$ cat src/rtl/q_mul_arbiter.sv
// q_mul_arbiter: shares one fixed-point q_mul among N_REQ requesters.
// Round-robin grant, valid/ready handshakes on both sides, and a two-stage
// registered pipeline (operand stage, output stage) that tags every product
// with the index of the requester that issued it.

`ifndef FIXED_WIDTH
`define FIXED_WIDTH 16
`endif
`ifndef SCALE_FACTOR
`define SCALE_FACTOR 256
`endif

// Signed fixed-point multiply: full-precision product rescaled by the
// fractional bit count, then truncated back to the operand width.
module q_mul #(
  parameter int W    = `FIXED_WIDTH,
  parameter int FRAC = $clog2(`SCALE_FACTOR)
) (
  input  logic signed [W-1:0] a,
  input  logic signed [W-1:0] b,
  output logic signed [W-1:0] p
);
  logic signed [2*W-1:0] full_s;

  assign full_s = a * b;
  assign p      = W'(full_s >>> FRAC);
endmodule

module q_mul_arbiter #(
  parameter  int N_REQ = 4,
  localparam int ID_W  = $clog2(N_REQ)
) (
  input  logic                             clk,
  input  logic                             rst,
  input  logic [N_REQ-1:0]                 req_valid,
  output logic [N_REQ-1:0]                 req_ready,
  input  logic [N_REQ*`FIXED_WIDTH-1:0]    req_a,
  input  logic [N_REQ*`FIXED_WIDTH-1:0]    req_b,
  output logic                             rsp_valid,
  input  logic                             rsp_ready,
  output logic signed [`FIXED_WIDTH-1:0]   rsp_data,
  output logic [ID_W-1:0]                  rsp_id
);
  localparam int FW = `FIXED_WIDTH;

  // operand stage
  logic                  op_valid_r;
  logic signed [FW-1:0]  op_a_r;
  logic signed [FW-1:0]  op_b_r;
  logic [ID_W-1:0]       op_id_r;
  // output stage
  logic                  rsp_valid_r;
  logic signed [FW-1:0]  rsp_data_r;
  logic [ID_W-1:0]       rsp_id_r;
  // round-robin pointer: index of the most recent grant
  logic [ID_W-1:0]       last_grant_r;

  logic                  grant_found_s;
  logic [ID_W-1:0]       grant_idx_s;
  logic                  advance_s;
  logic                  accept_s;
  logic signed [FW-1:0]  sel_a_s;
  logic signed [FW-1:0]  sel_b_s;
  logic signed [FW-1:0]  mul_s;

  // Round-robin search starting just after the last granted requester.
  always_comb begin
    int cand_v;
    grant_found_s = 1'b0;
    grant_idx_s   = last_grant_r;
    cand_v        = 0;
    for (int k = 1; k <= N_REQ; k++) begin
      cand_v = int'(last_grant_r) + k;
      if (cand_v >= N_REQ) begin
        cand_v = cand_v - N_REQ;
      end else begin
        cand_v = cand_v;
      end
      if (!grant_found_s && req_valid[cand_v]) begin
        grant_found_s = 1'b1;
        grant_idx_s   = ID_W'(cand_v);
      end else begin
        grant_found_s = grant_found_s;
      end
    end
  end

  // Handshake qualifiers; reset gates accept so no requester sees ready
  // while the pipeline is being cleared.
  assign advance_s = op_valid_r && (!rsp_valid_r || rsp_ready);
  assign accept_s  = !rst && (!op_valid_r || advance_s) && grant_found_s;

  // One-hot ready toward the granted requester only when a transfer happens.
  always_comb begin
    if (accept_s) begin
      req_ready = {{(N_REQ-1){1'b0}}, 1'b1} << grant_idx_s;
    end else begin
      req_ready = {N_REQ{1'b0}};
    end
  end

  assign sel_a_s = req_a[grant_idx_s*FW +: FW];
  assign sel_b_s = req_b[grant_idx_s*FW +: FW];

  q_mul #(.W(FW)) u_q_mul (
    .a (op_a_r),
    .b (op_b_r),
    .p (mul_s)
  );

  // Output stage: load on advance, drain when the consumer takes the last product.
  always_ff @(posedge clk or posedge rst) begin
    if (rst) begin
      rsp_valid_r <= 1'b0;
      rsp_data_r  <= {FW{1'b0}};
      rsp_id_r    <= {ID_W{1'b0}};
    end else if (advance_s) begin
      rsp_valid_r <= 1'b1;
      rsp_data_r  <= mul_s;
      rsp_id_r    <= op_id_r;
    end else if (rsp_valid_r && rsp_ready) begin
      rsp_valid_r <= 1'b0;
    end else begin
      rsp_valid_r <= rsp_valid_r;
    end
  end

  // Operand stage and pointer: capture the granted operands, empty on a bare advance.
  always_ff @(posedge clk or posedge rst) begin
    if (rst) begin
      op_valid_r   <= 1'b0;
      op_a_r       <= {FW{1'b0}};
      op_b_r       <= {FW{1'b0}};
      op_id_r      <= {ID_W{1'b0}};
      last_grant_r <= ID_W'(N_REQ - 1);
    end else if (accept_s) begin
      op_valid_r   <= 1'b1;
      op_a_r       <= sel_a_s;
      op_b_r       <= sel_b_s;
      op_id_r      <= grant_idx_s;
      last_grant_r <= grant_idx_s;
    end else if (advance_s) begin
      op_valid_r   <= 1'b0;
    end else begin
      op_valid_r   <= op_valid_r;
    end
  end

  assign rsp_valid = rsp_valid_r;
  assign rsp_data  = rsp_data_r;
  assign rsp_id    = rsp_id_r;
endmodule

$ cat config.mk
export PLATFORM = sky130hd
export DESIGN_NAME = q_mul_arbiter
export DESIGN_NICKNAME = d
export VERILOG_FILES = /design/src/rtl/q_mul_arbiter.sv
export SDC_FILE = /design/constraint.sdc
export NUM_CORES = 1
export LEC_CHECK = 0
export ABC_AREA = 1
export ABC_CLOCK_PERIOD_IN_PS = 7750
export CORE_ASPECT_RATIO = 1.75
export CORE_MARGIN = 2
export CORE_UTILIZATION = 40
export CTS_BUF_LIST = sky130_fd_sc_hd__clkbuf_4 sky130_fd_sc_hd__clkbuf_8 sky130_fd_sc_hd__clkbuf_16
export DETAILED_ROUTE_END_ITERATION = 8
export GPL_ROUTABILITY_DRIVEN = 0
export HOLD_SLACK_MARGIN = 0.15
export PLACE_DENSITY = 0.67
export SETUP_SLACK_MARGIN = 0.05
export SYNTH_ARGS = -nofsm -noshare
export SYNTH_HDL_FRONTEND = slang
export SYNTH_SLANG_ARGS = --single-unit
$ cat constraint.sdc
create_clock -name clk -period 7.75 [get_ports clk]
set_input_delay 1.55 -clock clk [delete_from_list [all_inputs] [get_ports clk]]
set_output_delay 1.55 -clock clk [all_outputs]
set_load 0.05 [all_outputs]
==> impl_metrics.yaml, run 1 <==
outcome:
  status: "finished clean"
grt:
  grtUsageTotal_pct: 22.0
  grt_pass1_wl_mm: 54.4
  grt_pass1_vias: 11500
  antenna_found_initial: 0
  grt_overflow: 0
  grt_max_degree: 68
critical_path:
  crit_path_top_delay_cell: "clkdlybuf4s50_1"
  cp-end-kind: "primary output"
  ff2ff_path_depth: 18
  worstSetupStartpointType: "input port"
  critPathKind: "input port to primary output"
  path_cells: "clkdlybuf4s50_1, inv_1, nor2_1, a21oi_1, o21ai_1, nor2_1, nand3_1, nand2_1, inv_2, nand2_2, inv_2, nand2_1, nor2_1, clkdlybuf4s50_1"
  required_ns: 6.20
  worstPathMaxFanout: 38
  path_common_cell: "nor2_1"
  max_stage_delay_ns: 0.81
  reg2reg_slack_ns: 1.68
  crit_arrival_ns: 4.92
  r2r-start: "op_b_r[1]"
  rr_endpoint: "rsp_data[15]"
placed_design:
  portBuffers: 157
  hpwl_mm: 26.5
cells_and_area:
  drive_gt1_share_pct: 2.68
  syn_to_final_growth_pct: 14.7
  nets: 2219
  insertedDiodeCount: 0
  n_fill_cell: 3027
  final_util_pct: 46.7
yosys:
  yosys_most_used_dff: "dfrtp_1"
  ys_top_cells_by_count: "nand2_1, inv_1, fa_1"
  ys_seq_elements: 56
  yosysTopAreaCellShare_pct: 31.1
  synth.area.top_cells: "fa_1, nand2_1, inv_1"
  ys_types: 36
  synthesis.nets: 2137
  yosysWarnings: 0
  synth.most_common_cell: "nand2_1"
  seq_area_frac_synth_pct: 11.7
  async_flop_share_pct: 100
  syn_inst: 1746
  synth_area_per_cell_um2: 6.85
  synth_edf_count: 0
  syn-cell-area_mm2: 0.0120
  synth.largest_area_cell: "fa_1"
route:
  wl_met3_mm: 1.44
  highest_layer: "met4"
  first_pass_iters: 5
  ant_nets: 0
  routed-via-count: 10700
  drc: 0
  wirelength_met1_mm: 11.3
  via_per_inst: 4.86
  drtIter0Drc: 485
  wl_per_cell_um: 14.7
  wl_mm: 32.6
  wl_met2_mm: 17.7
worst_hold_path:
  min-delay-start: "rsp_id[0]"
  hold-path-endpoint: "rsp_id[0]"
  hp-class: "flip-flop to flip-flop"
  whs_path_depth: 2
floorplan:
  die_h_um: 233
  num_rows: 83
  coreArea_mm2: 0.0294
  io_pins: 158
  design.die.area_mm2: 0.0313
  die_w_um: 135
  start_util_pct: 40.7
clocking:
  path_clk_slew_ns: 0.08
  cts_sinks: 56
  tritoncts: "built"
  post_cts_buffers: 0
  root_buffer: "clkbuf_16"
  cts_resized: 0
  htree_num_levels: 2
  worstSkewPairLatency_ns: 0.31
  cts_buffers: 5
  cts_hold_buf: 0
  cts_buffer_depth: 2
sta:
  hold_viol_final: 0
  fmax_mhz: 155
  period_needed_ns: 6.47
  worst_pin_slew_ns: 0.904
  tns_ns: 0
  slew_headroom_pct: 39.8
  rsz0062_at_grt: "no"
  finalMaxSlewViolations: 0
  fin_crit_sh_pct: 83.5
  finalSetupViolations: 0
  fin_skew_ns: 0.0104
job:
  max_cap_viol_count: 0
[per-stage QoR]
| step | hold slack (ns) | cell area [um2] | instances | setup slack [ns] |
|---|---|---|---|---|
| floorplan | 0.468 | 12000 | 1746 | 1.84 |
| global placement | 0.472 | 13600 | 2203 | 1.36 |
| detailed placement | 0.476 | 13600 | 2203 | 1.26 |
| CTS | 0.492 | 13700 | 2211 | 1.25 |
| global route | 0.522 | 13700 | 2211 | 0.914 |
| finish | 0.495 | 13700 | 2211 | 1.28 |
[worst max-delay path: cells and delay by family]
kind,cells,cell delay [ns]
compound gates,2,0.30
buf+inv,5,2.02
simple gates,7,1.03
[worst max-delay path by stage]
| stage | to | depth (start not counted) | from |
|---|---|---|---|
| floorplan | req_ready[0] | 6 | rst |
| global placement | req_ready[3] | 14 | req_valid[3] |
| detailed placement | req_ready[3] | 14 | req_valid[3] |
| CTS | req_ready[3] | 14 | req_valid[3] |
| global route | req_ready[3] | 14 | req_valid[3] |
| finish | req_ready[3] | 14 | req_valid[3] |
[cell families after synthesis]
logic type               count (synthesis)  synth area share (%)
adder cells (fa/ha/maj)                256                  38.5
flip-flops                              56                  11.7
AND/OR/NAND/NOR                        861                  29.2
XOR/XNOR                                 8                 0.649
AO/OA/AOI/OAI                           63                  2.89
buffers and inverters                  502                  17.1
[per-layer routing]
layer  track usage, %  vias to the layer above
met5                0                        -
met1             21.8                     5074
met4             12.6                        0
met2             43.2                      349
met3             2.31                      115
li1                 -                     5208
[registers in the layout (all words and copies together) (netlist names)]
register      flops
last_grant_r      2
op_a_r           16
op_b_r           16
op_id_r           2
op_valid_r        1
rsp_data         16
rsp_id            2
rsp_valid         1
[area by class of cell]
type | instances | area (um2) | area share (%)
multi-input combinational | 1188 | 8510 | 62.1
timing repair buffer | 163 | 1620 | 11.8
inverter | 414 | 1550 | 11.3
sequential | 56 | 1400 | 10.2
tap | 382 | 478 | 3.49
clock buffer | 6 | 133 | 0.967
clock inverter | 2 | 16.3 | 0.119
[cell usage in the layout (no fill, tap or decap), drive strengths merged, types with 7 or more instances in the layout]
master	count
a21oi	20
a31oi	7
clkdlybuf4s50	157
dfrtp	54
fa	186
ha	70
inv	411
nand2	689
nand3	112
nor2	41
o21ai	27
Power of run 1 is left out: the tool's default activity adds up to more than one toggle a clock period on the data nets, which glitch-free logic cannot reach.
==> run 2: changes to the inputs <==
--- a/config.mk
+++ b/config.mk
@@ -6,7 +6,7 @@
 export NUM_CORES = 1
 export LEC_CHECK = 0
 export ABC_AREA = 1
-export ABC_CLOCK_PERIOD_IN_PS = 7750
+export ABC_CLOCK_PERIOD_IN_PS = 5600
 export CORE_ASPECT_RATIO = 1.75
 export CORE_MARGIN = 2
 export CORE_UTILIZATION = 40
@@ -14,7 +14,7 @@
 export DETAILED_ROUTE_END_ITERATION = 8
 export GPL_ROUTABILITY_DRIVEN = 0
 export HOLD_SLACK_MARGIN = 0.15
-export PLACE_DENSITY = 0.67
+export PLACE_DENSITY = 0.69
 export SETUP_SLACK_MARGIN = 0.05
 export SYNTH_ARGS = -nofsm -noshare
 export SYNTH_HDL_FRONTEND = slang
==> constraint.sdc (replaced) <==
create_clock -name clk -period 5.6 [get_ports clk]
set_input_delay 1.12 -clock clk [delete_from_list [all_inputs] [get_ports clk]]
set_output_delay 1.12 -clock clk [all_outputs]
set_load 0.05 [all_outputs]
==> impl_metrics.yaml, run 2 (synthesized netlist as in run 1, its figures left out) <==
outcome:
  status: "finished clean"
grt:
  grtUsageTotal_pct: 23.6
  grt_overflow: 0
  grt_pass1_vias: 12000
  grt_pass1_wl_mm: 57.8
  grt_max_degree: 65
  antenna_found_initial: 0
route:
  wl_mm: 35.2
  wl_per_cell_um: 15.5
  drtIter0Drc: 523
  first_pass_iters: 5
  drc: 0
  routed-via-count: 11100
  ant_nets: 0
  via_per_inst: 4.87
sta:
  worst_pin_slew_ns: 0.783
  period_needed_ns: 5.48
  fin_crit_sh_pct: 97.8
  finalSetupViolations: 0
  hold_viol_final: 0
  rsz0062_at_grt: "yes"
  slew_headroom_pct: 47.8
  fmax_mhz: 183
  fin_skew_ns: 0.00520
  finalMaxSlewViolations: 0
floorplan:
  coreArea_mm2: 0.0294
  num_rows: 83
  design.die.area_mm2: 0.0313
  die_h_um: 233
  die_w_um: 135
  start_util_pct: 40.7
  io_pins: 158
clocking:
  tritoncts: "built"
  cts_buffer_depth: 2
  root_buffer: "clkbuf_16"
  worstSkewPairLatency_ns: 0.31
  cts_sinks: 56
  htree_num_levels: 2
  cts_buffers: 5
  path_clk_slew_ns: 0.08
critical_path:
  crit_path_top_delay_cell: "fa_1"
  path_cells: "buf_4, nand2_1, inv_1, fa_1, inv_1, fa_1, fa_1, inv_1, fa_1, fa_1, inv_1, fa_1, inv_1, ha_1, nand2_1, nor4_2, nand4_1, nand3_1, nand2_1, nand3_1, nand2_1"
  max_stage_delay_ns: 0.56
  path_common_cell: "fa_1"
  worstPathMaxFanout: 6
  required_ns: 5.81
  worstPathBufferInverterCount: 6
  cp-end-kind: "flip-flop"
  critPathKind: "flip-flop to flip-flop"
  crit_arrival_ns: 5.69
  worstSetupStartpointType: "flip-flop"
  cp_top_family: "adder cells"
cells_and_area:
  drive_gt1_share_pct: 8.94
  layout_commonest_cell: "nand2_1"
  n_fill_cell: 2886
  nets: 2280
  syn_to_final_growth_pct: 20.9
  final_util_pct: 49.2
  final_cell_mix: "nand2_1, inv_1, fa_1"
  insertedDiodeCount: 0
worst_hold_path:
  hp-class: "flip-flop to flip-flop"
placed_design:
  hpwl_mm: 29.4
  portBuffers: 157
job:
  max_cap_viol_count: 0
run 2: changes by cell type in the layout (fill, tap and decap cells not counted), sizes merged:
| cell | delta |
|---|---|
| clkinvlp | -1 |
| buf | +65 |
| bufinv | +1 |
| clkdlybuf4s50 | -4 |
run 2: repair_timing:
action | in CTS | in global routing
endpoints found under the hold margin | 0 | 0
setup buffers | 0 | 11
cloned | 0 | 0
hold buffers | 0 | 0
gates resized for setup | 16 | 47
endpoints found under the setup margin | 11 | 13
pin swaps | 0 | 5
run 2: area by class of cell:
type	instances	area (um2)	share of cell area, %
multi-input cells	1188	8660	59.9
repair buffers	224	2140	14.8
inverters	414	1560	10.8
flip-flops and latches	56	1440	9.97
well taps	382	478	3.31
clock buffers	6	139	0.961
clock inverters	2	38.8	0.268
run 2: worst paths after layout:
check	from	endpoint	slack, ns	depth (start not counted)
min in group asynchronous	rst	op_valid_r	1.35	3
worst min register to register	rsp_data[8]	rsp_data[8]	0.49	2
worst min-delay path	rsp_data[8]	rsp_data[8]	0.49	2
worst max-delay path	op_b_r[3]	rsp_data[14]	0.12	21
max in group asynchronous	rst	op_a_r[8]	3.62	3
worst max register to register	op_b_r[3]	rsp_data[14]	0.12	21
run 2: metrics by stage:
| step | cells | setup TNS (ns) | instance area [um2] | hold WS, ns | setup WS [ns] |
|---|---|---|---|---|---|
| 2_1_floorplan | 1746 | 0 | 12000 | 0.468 | 0.184 |
| 3_3_place_gp | 2253 | -0.0660 | 14000 | 0.469 | -0.0298 |
| 3_5_place_dp | 2253 | -0.367 | 14000 | 0.469 | -0.0836 |
| 4_1_cts | 2261 | 0 | 14200 | 0.495 | 0.0409 |
| 5_1_grt | 2272 | -0.346 | 14500 | 0.511 | -0.135 |
| 6_report | 2272 | 0 | 14500 | 0.491 | 0.121 |
run 2: layer usage:
metal / vias up / global-route usage, % / routed length, um
met5: - / 0 / 0
met4: 0 / 16.6 / 2930
met3: 138 / 1.81 / 1250
met2: 367 / 46.4 / 19300
met1: 5245 / 22.6 / 11700
li1: 5319 / - / -
run 2: worst reg2reg max path, delay by kind of cell, from the launching register on:
kind	cells	cell delay, ns
adder cells (fa/ha/maj)	7	3.38
buffers and inverters	6	0.45
AND/OR/NAND/NOR	8	1.06
flip-flops	1	0.48
Power of run 2 is left out for the same reason.
==> run 3: changes to the inputs <==
--- a/config.mk
+++ b/config.mk
@@ -14,8 +14,9 @@
 export DETAILED_ROUTE_END_ITERATION = 8
 export GPL_ROUTABILITY_DRIVEN = 0
 export HOLD_SLACK_MARGIN = 0.15
-export PLACE_DENSITY = 0.69
+export PLACE_DENSITY = 0.7
 export SETUP_SLACK_MARGIN = 0.05
 export SYNTH_ARGS = -nofsm -noshare
 export SYNTH_HDL_FRONTEND = slang
+export SYNTH_HIERARCHICAL = 1
 export SYNTH_SLANG_ARGS = --single-unit
==> impl_metrics.yaml, run 3 <==
yosys:
  syn-cell-area_mm2: 0.0117
  ys_seq_elements: 56
  muxShareOfSynthArea_pct: 1.54
  synth_compound_area_share_pct: 2.40
  synth-simple-area-share_pct: 27.7
  synth.most_common_cell: "nand2_1"
  synth.largest_area_cell: "fa_1"
  synth_top_family_by_area: "adder cells"
  yosysWarnings: 6
  synth.area.top_cells: "fa_1, nand2_1, inv_1"
  async_flop_share_pct: 100
  syn_inst: 1606
  synth_xor_area_share_pct: 1.27
  yosys_most_used_dff: "dfrtp_1"
  ys_top_cells_by_count: "nand2_1, inv_1, nand3_1"
  synthesis.nets: 1997
  synth_edf_count: 0
  synth_area_per_cell_um2: 7.29
  yosysTopAreaCellShare_pct: 31.8
  ys_types: 43
  synthAdderAreaFrac_pct: 39.3
  seq_area_frac_synth_pct: 12.0
clocking:
  path_clk_slew_ns: 0.07
  htree_num_levels: 2
  root_buffer: "clkbuf_16"
  cts_sinks: 56
  tritoncts: "built"
  cts_buffers: 5
  worstSkewPairLatency_ns: 0.31
  cts_buffer_depth: 2
  cts_hold_buf: 0
cells_and_area:
  nets: 2215
  layout_commonest_cell: "nand2_1"
  final_util_pct: 52.7
  insertedDiodeCount: 0
  final_cell_mix: "nand2_1, inv_1, nand3_1"
  syn_to_final_growth_pct: 29.3
  drive_gt1_share_pct: 18.1
grt:
  grt_max_degree: 66
  grt_overflow: 0
  grt_pass1_wl_mm: 58.6
  grtUsageTotal_pct: 24.3
  grt_pass1_vias: 12100
  antenna_found_initial: 0
critical_path:
  critPathKind: "flip-flop to flip-flop"
  reg2reg_slack_ns: 0.07
  r2r-start: "op_a_r[7]"
  rr_endpoint: "rsp_data[15]"
  worstSetupStartpointType: "flip-flop"
  ff2ff_path_depth: 21
  crit_arrival_ns: 5.72
  worstPathMaxFanout: 5
  crit_path_end: "rsp_data[15]"
  cp-end-kind: "flip-flop"
  required_ns: 5.80
  crit_start: "op_a_r[7]"
floorplan:
  num_rows: 82
  die_h_um: 230
  die_w_um: 133
  io_pins: 158
  design.die.area_mm2: 0.0307
  start_util_pct: 40.7
  coreArea_mm2: 0.0287
route:
  ant_nets: 0
  drc: 0
  first_pass_iters: 7
  wl_mm: 37.8
  routed-via-count: 11300
  wl_per_cell_um: 17.2
  via_per_inst: 5.13
  drtIter0Drc: 695
job:
  max_cap_viol_count: 0
worst_hold_path:
  whs_path_depth: 2
  min-delay-start: "rsp_id[0]"
  hp-class: "flip-flop to flip-flop"
outcome:
  status: "finished clean"
sta:
  finalSetupViolations: 0
  worst_pin_slew_ns: 1.30
  slew_headroom_pct: 13.4
  rsz0062_at_grt: "yes"
  period_needed_ns: 5.53
  fmax_mhz: 181
  fin_skew_ns: 0.00839
  finalMaxSlewViolations: 0
  hold_viol_final: 0
  fin_crit_sh_pct: 98.7
placed_design:
  portBuffers: 157
  hpwl_mm: 30.1
==> run 3: cells by family (layout without fill, tap and decap cells) <==
logic type / count (synthesis) / count (layout)
adders and majority gates: 256 / 256
xor gates and xnor gates: 17 / 17
and+or+nand+nor: 751 / 751
AOI/OAI and AO/OA: 47 / 47
DFF: 56 / 56
buffers and inverters: 463 / 682
muxes: 16 / 16
==> run 3: routing by layer <==
| metal | up-vias | GRT usage (%) | share of wire [%] |
|---|---|---|---|
| li1 | 5205 | - | - |
| met1 | 5395 | 23.3 | 33 |
| met2 | 499 | 46.6 | 54 |
| met3 | 198 | 2.51 | 4.5 |
| met4 | 0 | 18.3 | 8.8 |
| met5 | - | 0 | 0 |
==> run 3: worst min path at each step <==
stage,endpoint
2_1_floorplan,op_a_r[14]
3_3_place_gp,rsp_id[0]
3_5_place_dp,rsp_id[0]
4_1_cts,rsp_id[0]
5_1_grt,rsp_id[0]
6_report,rsp_id[0]
==> run 3: what timing repair did <==
action,4_1_cts,5_1_grt
resized for setup,27,149
cloned,0,0
pin swaps,1,59
endpoints found under the setup margin,9,14
setup buffers,5,44
==> run 3: area by class of cell <==
| type | count | area, um2 |
|---|---|---|
| sequential | 56 | 1440 |
| inverter | 380 | 1430 |
| tap | 378 | 473 |
| timing repair buffer | 294 | 2720 |
| clock inverter | 1 | 7.51 |
| fill | 2631 | 13600 |
| multi-input combinational | 1087 | 8930 |
| clock buffer | 7 | 146 |
==> run 3: per-stage QoR <==
stage / setup WS (ns) / instance area [um2] / hold slack, ns / std cells / setup TNS, ns
final: 0.0742 / 15100 / 0.484 / 2203 / 0
after CTS: 0.0524 / 14300 / 0.490 / 2159 / 0
after detailed placement: -0.105 / 14000 / 0.472 / 2146 / -0.337
after global routing: -0.118 / 15100 / 0.522 / 2203 / -0.459
after global placement: 0.00550 / 14000 / 0.473 / 2146 / 0
after floorplan: 0.0611 / 11700 / 0.444 / 1606 / 0
==> run 3: worst max-delay path: stages, from the launching register on <==
cell,delay (ns)
dfrtp_2,0.45
buf_4,0.16
buf_4,0.13
or2_2,0.29
fa_1,0.46
fa_1,0.50
inv_1,0.06
fa_1,0.49
inv_1,0.05
fa_1,0.45
fa_1,0.49
inv_1,0.05
fa_1,0.48
ha_1,0.38
nand3_2,0.13
nor3_4,0.20
nand2_1,0.09
a21oi_2,0.15
nor2_2,0.05
nand3_1,0.07
nand2_1,0.05
mux2_2,0.25
Power of run 3 is left out for the same reason.
